`src/rtl/reg_file_pkg.sv`:
```
// Shared types, default sizes and the byte-merge helper for the 2R1W register file.
package reg_file_pkg;

    typedef enum logic {
        IDLE,
        CLEAR
    } state_t;

    localparam int DEF_DATA_W = 32;
    localparam int DEF_ADDR_W = 5;

    // Widest entry the merge helper handles; callers cast their operands in and out of this width.
    localparam int MAX_W = 256;
    localparam int MAX_S = MAX_W / 8;

    function automatic logic [MAX_W-1:0] byte_merge(
        input logic [MAX_W-1:0] old_val,
        input logic [MAX_W-1:0] new_val,
        input logic [MAX_S-1:0] strb
    );
        logic [MAX_W-1:0] res;
        res = old_val;
        for (int i = 0; i < MAX_S; i++) begin
            if (strb[i]) res[8*i +: 8] = new_val[8*i +: 8];
        end
        return res;
    endfunction

endpackage

```
`src/rtl/reg_file_rdport.sv`:
```
// One registered read port: returns the entry value as it stands after this edge's write or clear.
module reg_file_rdport
    import reg_file_pkg::*;
#(
    parameter int DATA_W   = DEF_DATA_W,
    parameter int ADDR_W   = DEF_ADDR_W,
    parameter int ZERO_REG = 1
) (
    input  logic                clk,
    input  logic                rst_n,
    input  logic [ADDR_W-1:0]   raddr,
    input  logic [DATA_W-1:0]   mem_val,
    input  logic                wr_fire,
    input  logic [ADDR_W-1:0]   waddr,
    input  logic [DATA_W/8-1:0] wstrb,
    input  logic [DATA_W-1:0]   wdata,
    input  logic                clr_fire,
    input  logic [ADDR_W-1:0]   clr_addr,
    output logic [DATA_W-1:0]   rdata
);

    logic [DATA_W-1:0] next_val;

    always_comb begin
        next_val = mem_val;
        if (wr_fire && waddr == raddr) begin
            next_val = DATA_W'(byte_merge(MAX_W'(mem_val), MAX_W'(wdata), MAX_S'(wstrb)));
        end
        if (clr_fire && clr_addr == raddr) next_val = '0;
        if (ZERO_REG != 0 && raddr == '0) next_val = '0;
    end

    always_ff @(posedge clk or negedge rst_n) begin
        if (!rst_n) rdata <= '0;
        else        rdata <= next_val;
    end

endmodule

```
`src/rtl/reg_file_2r1w.sv`:
```
// DEPTH-entry register file: one strobed write port, two registered read ports with bypass,
// optional hardwired-zero entry 0 and a one-entry-per-cycle bulk-clear sequencer.
module reg_file_2r1w
    import reg_file_pkg::*;
#(
    parameter int DATA_W   = DEF_DATA_W,
    parameter int ADDR_W   = DEF_ADDR_W,
    parameter int ZERO_REG = 1
) (
    input  logic                clk,
    input  logic                rst_n,
    input  logic                we,
    output logic                wready,
    input  logic [ADDR_W-1:0]   waddr,
    input  logic [DATA_W/8-1:0] wstrb,
    input  logic [DATA_W-1:0]   wdata,
    input  logic [ADDR_W-1:0]   raddr0,
    output logic [DATA_W-1:0]   rdata0,
    input  logic [ADDR_W-1:0]   raddr1,
    output logic [DATA_W-1:0]   rdata1,
    input  logic                clr_req,
    output logic                busy
);

    localparam int DEPTH = 2 ** ADDR_W;

    logic [DATA_W-1:0] mem [DEPTH];
    state_t            state, next_state;
    logic [ADDR_W-1:0] clr_cnt;
    logic              wr_fire;
    logic              clr_fire;
    logic              wr_store;

    always_comb begin
        next_state = state;
        wready     = 1'b0;
        busy       = 1'b0;
        clr_fire   = 1'b0;
        case (state)
            IDLE: begin
                wready = 1'b1;
                if (clr_req) next_state = CLEAR;
            end
            CLEAR: begin
                busy     = 1'b1;
                clr_fire = 1'b1;
                if (clr_cnt == '1) next_state = IDLE;
            end
            default: next_state = IDLE;
        endcase
    end

    assign wr_fire  = we && wready;
    assign wr_store = wr_fire && !(ZERO_REG != 0 && waddr == '0);

    // The counter wraps to 0 on the same edge the sweep returns to IDLE.
    always_ff @(posedge clk or negedge rst_n) begin
        if (!rst_n) begin
            state   <= IDLE;
            clr_cnt <= '0;
        end else begin
            state <= next_state;
            if (state == IDLE && clr_req) clr_cnt <= '0;
            else if (clr_fire)            clr_cnt <= clr_cnt + ADDR_W'(1);
        end
    end

    always_ff @(posedge clk or negedge rst_n) begin
        if (!rst_n) begin
            for (int i = 0; i < DEPTH; i++) mem[i] <= '0;
        end else begin
            if (wr_store) begin
                mem[waddr] <= DATA_W'(byte_merge(MAX_W'(mem[waddr]), MAX_W'(wdata), MAX_S'(wstrb)));
            end
            if (clr_fire) mem[clr_cnt] <= '0;
        end
    end

    reg_file_rdport #(
        .DATA_W   (DATA_W),
        .ADDR_W   (ADDR_W),
        .ZERO_REG (ZERO_REG)
    ) u_rd0 (
        .clk      (clk),
        .rst_n    (rst_n),
        .raddr    (raddr0),
        .mem_val  (mem[raddr0]),
        .wr_fire  (wr_fire),
        .waddr    (waddr),
        .wstrb    (wstrb),
        .wdata    (wdata),
        .clr_fire (clr_fire),
        .clr_addr (clr_cnt),
        .rdata    (rdata0)
    );

    reg_file_rdport #(
        .DATA_W   (DATA_W),
        .ADDR_W   (ADDR_W),
        .ZERO_REG (ZERO_REG)
    ) u_rd1 (
        .clk      (clk),
        .rst_n    (rst_n),
        .raddr    (raddr1),
        .mem_val  (mem[raddr1]),
        .wr_fire  (wr_fire),
        .waddr    (waddr),
        .wstrb    (wstrb),
        .wdata    (wdata),
        .clr_fire (clr_fire),
        .clr_addr (clr_cnt),
        .rdata    (rdata1)
    );

endmodule

```
`config.mk`:
```
export PLATFORM = sky130hd
export DESIGN_NAME = reg_file_2r1w
export DESIGN_NICKNAME = d
export VERILOG_FILES = /design/src/rtl/reg_file_pkg.sv /design/src/rtl/reg_file_rdport.sv /design/src/rtl/reg_file_2r1w.sv
export SDC_FILE = /design/constraint.sdc
export NUM_CORES = 2
export LEC_CHECK = 0
export CORE_ASPECT_RATIO = 0.8
export CORE_MARGIN = 1
export CORE_UTILIZATION = 30
export CTS_BUF_LIST = sky130_fd_sc_hd__clkbuf_8 sky130_fd_sc_hd__clkbuf_16
export CTS_CLUSTER_SIZE = 20
export DETAILED_ROUTE_END_ITERATION = 16
export GPL_TIMING_DRIVEN = 0
export MAX_ROUTING_LAYER = met4
export PLACE_DENSITY = 0.41
export SYNTH_ARGS = -nofsm -noshare
export SYNTH_HDL_FRONTEND = slang
export SYNTH_SLANG_ARGS = --single-unit
```
`constraint.sdc`:
```
create_clock -name clk -period 4.6 [get_ports clk]
set_input_delay 0.46 -clock clk [delete_from_list [all_inputs] [get_ports clk]]
set_output_delay 0.46 -clock clk [all_outputs]
set_load 0.1 [all_outputs]
```
==> impl_metrics.env <==
export IMPL_endpoint_kind="flop"
export IMPL_routed_wirelength_um=453000
export IMPL_powerDensity_mw_per_mm2=410
export IMPL_p_leak_nw=30.9
export IMPL_synthesis_nets=6170
export IMPL_grt_ovfl_total=0
export IMPL_grt_pass1_vias=59052
export IMPL_outcome="finished, violations left"
export IMPL_final_core_util_pct=35.1
export IMPL_antenna_found_initial=64
export IMPL_synthTopCellsByArea="dfrtp_1 42%, mux4_2 19%, o21ai_0 7.7%, nand2_1 4.9%, mux2i_1 4.1%"
export IMPL_fillCellCount=22015
export IMPL_worst_path_buf_inv=4
export IMPL_wl_per_cell_um=48.1
export IMPL_io_pin_count=121
export IMPL_min_path_type="in2async"
export IMPL_numCtsBuffers=143
export IMPL_first_pass_iters=6
export IMPL_layout_nets=6464
export IMPL_worst_ir_drop_vdd_uv=278
export IMPL_top_layer="met4"
export IMPL_synth_edf_count=0
export IMPL_root_buffer="clkbuf_16"
export IMPL_place_congestion=1.10
export IMPL_tritoncts="done"
export IMPL_h_tree_depth=4
export IMPL_core_rowCount=153
export IMPL_skew_ps=49.8
export IMPL_path_cells="clkdlybuf4s50_1, buf_2, buf_1, and2_1, clkbuf_1, nand2_1, o2111ai_1, o211a_1, a21oi_1"
export IMPL_antenna_left=0
export IMPL_drive_gt1_share_pct=21.3
export IMPL_hpwl_um=340000
export IMPL_placed_area_mm2=0.0713
export IMPL_hold_viol=0
export IMPL_max_cap_violations=19
export IMPL_cp_data_arrival_time_ps=5510
export IMPL_start_util_pct=30.2
export IMPL_grt_max_degree=163
export IMPL_setup_ws_ps=-374
export IMPL_yosysSeqAreaShare_pct=41.7
export IMPL_met3_length_um=68300
export IMPL_required_ps=5140
export IMPL_synth_warnings=0
export IMPL_gr_usage_all_layers_pct=41.6
export IMPL_core_area_mm2=0.217
export IMPL_crit_type="in2reg"
export IMPL_io_buffers=112
export IMPL_cp_top_family="buffers and inverters"
export IMPL_crit_fanout=10
export IMPL_setup_viol=79
export IMPL_wl_met2_um=174000
export IMPL_synth_distinct_cells=78
export IMPL_max_stage_delay_ps=1140
export IMPL_dieHeight_um=420
export IMPL_max_freq_mhz=201
export IMPL_synth_ff_type="dfrtp_1"
export IMPL_netlist_instances=6110
export IMPL_finalMaxSlewViolations=160
export IMPL_synth_top_area_share_pct=41.7
export IMPL_synth_area_mm2=0.0656
export IMPL_synth_seq_cells=1094
export IMPL_worst_pin_slew_ps=1730
export IMPL_vias_per_cell=6.78
export IMPL_numClockSinks=1094
export IMPL_met1_length_um=179000
export IMPL_async_flop_share_pct=100
export IMPL_drc=0
export IMPL_period_share_pct=108
export IMPL_cpMaxStageDelayCell="clkbuf_1"
export IMPL_path_clk_slew_ps=50
export IMPL_fp_dieW_um=525
export IMPL_final_area_mm2=0.0762
export IMPL_yosys_area_top_type="dfrtp_1"
export IMPL_grt_pass1_wl_um=586000
export IMPL_area_sequential_mm2=0.0274
export IMPL_vias=63958
export IMPL_cts_max_path_buffers=4
export IMPL_multiInputGateArea_mm2=0.0352
export IMPL_period_needed_ps=4970
export IMPL_critical_path_startpoint_type="input port"
export IMPL_synth_avg_cell_area_um2=10.7
export IMPL_worstSkewPairLatency_ps=860
export IMPL_die_area_mm2=0.220
export IMPL_synthToLayoutAreaGrowth_pct=16.1
export IMPL_violations="capacitance limit, slew limit, setup timing"
export IMPL_relSlewSlack_pct=-15.6
export IMPL_drt_iter0_drc=11098
[sequential cells by signal (all words and copies together), names as in the netlist]
| signal | flops |
|---|---|
| mem | 1024 |
| clr_cnt | 5 |
| u_rd0.rdata | 32 |
| state | 1 |
| u_rd1.rdata | 32 |
[repair_timing]
| item | CTS | global route |
|---|---|---|
| hold endpoints to repair | 85 | 0 |
| resized for setup | 10 | 3 |
| endpoints found under the setup margin | 96 | 19 |
| buffers inserted | 1 | 0 |
| hold buffers | 1 | 0 |
| pin swaps | 1 | 0 |
[where the power goes]
part           internal (mW)  switching (mW)  total (mW)  leakage, nW
Combinational           2.25            5.70        7.95         13.3
Sequential              10.5            1.02        11.5         15.2
Clock                   6.76            4.95        11.7         2.38
Total                   19.5            11.7        31.2         30.9
[path summary, 6_finish.rpt]
kind	from	to	slack, ps	depth (start not counted)
worst max-delay path	raddr1[1]	u_rd1.rdata[22]$_DFF_PN0_	-370	9
worst min-delay path	rst_n	mem[891]$_DFF_PN0_	220	2
worst max register to register	state$_DFF_PN0_	mem[804]$_DFF_PN0_	300	7
worst min register to register	mem[521]$_DFF_PN0_	mem[521]$_DFF_PN0_	520	2
max in group asynchronous	rst_n	mem[19]$_DFF_PN0_	2010	5
min in group clk	wdata[18]	u_rd1.rdata[18]$_DFF_PN0_	360	3
[per-stage QoR]
| stage | std cells | power [mW] | setup WS (ps) | TNS, ps | hold slack [ps] |
|---|---|---|---|---|---|
| detailed placement | 9127 | 19.2 | -1500 | -345740 | 424 |
| global route | 9402 | 31.7 | -10.0 | -10.0 | 274 |
| global placement | 9089 | 19.1 | -51520 | - | 492 |
| finish | 9427 | 31.2 | -374 | -10440 | 217 |
| floorplan | 6110 | 15.3 | 1690 | 0 | 164 |
| CTS | 9364 | 30.8 | 45.8 | 0 | 226 |
[synthesized netlist by cell type, drive strengths merged (5+ instances only)]
| master | instances |
|---|---|
| nand2 | 857 |
| a31o | 32 |
| o211a | 13 |
| a32o | 31 |
| a221oi | 108 |
| xor2 | 18 |
| dfrtp | 1094 |
| a21o | 5 |
| or2 | 15 |
| nand3b | 5 |
| a31oi | 24 |
| ha | 5 |
| o41ai | 18 |
| buf | 289 |
| nand3 | 379 |
| and3b | 6 |
| o21ai | 1039 |
| a22oi | 142 |
| nor2b | 51 |
| mux2i | 266 |
| o2111ai | 10 |
| clkbuf | 362 |
| a311oi | 10 |
| a2111oi | 5 |
| a21boi | 12 |
| mux4 | 565 |
| a21oi | 127 |
| nor2 | 81 |
| mux2 | 150 |
| inv | 43 |
| o31ai | 25 |
| nand2b | 28 |
| and3 | 14 |
| a211oi | 31 |
| nand4 | 8 |
| nor4 | 18 |
| a221o | 44 |
| o22ai | 40 |
| o211ai | 5 |
| o31a | 11 |
| and2 | 44 |
| nor3 | 31 |
[layer usage]
layer,vias up,track usage (%)
li1,23807,-
met4,0,25.1
met1,33848,52.5
met3,1136,19.6
met2,5167,52.9
met5,-,-
[cell usage in the layout, fill, tap and decap left out, drive strengths merged, types with 127 or more instances in the layout]
| cell type | n |
|---|---|
| a21oi | 127 |
| a22oi | 142 |
| buf | 328 |
| clkbuf | 532 |
| dfrtp | 1094 |
| mux2 | 150 |
| mux2i | 266 |
| mux4 | 565 |
| nand2 | 857 |
| nand3 | 379 |
| o21ai | 1039 |
[final cells by class]
class                      count  area share [%]
timing repair buffer         153            2.65
inverter                      46           0.228
buffer                       647            3.95
clock inverter                65           0.798
antenna                       63           0.207
tap                         2867            4.71
clock buffer                 173            5.30
multi-input combinational   4319            46.2
sequential                  1094            35.9
[cells by family after synthesis]
kind of cell / after synthesis / share of synthesized area (%)
buf+inv: 697 / 4.70
fa+ha+maj: 5 / 0.0954
xor+xnor: 22 / 0.294
compound gates: 1756 / 16.5
simple gates: 1555 / 10.6
flops: 1094 / 41.7
mux: 981 / 26.0
Power figures use the tool's default switching activity.
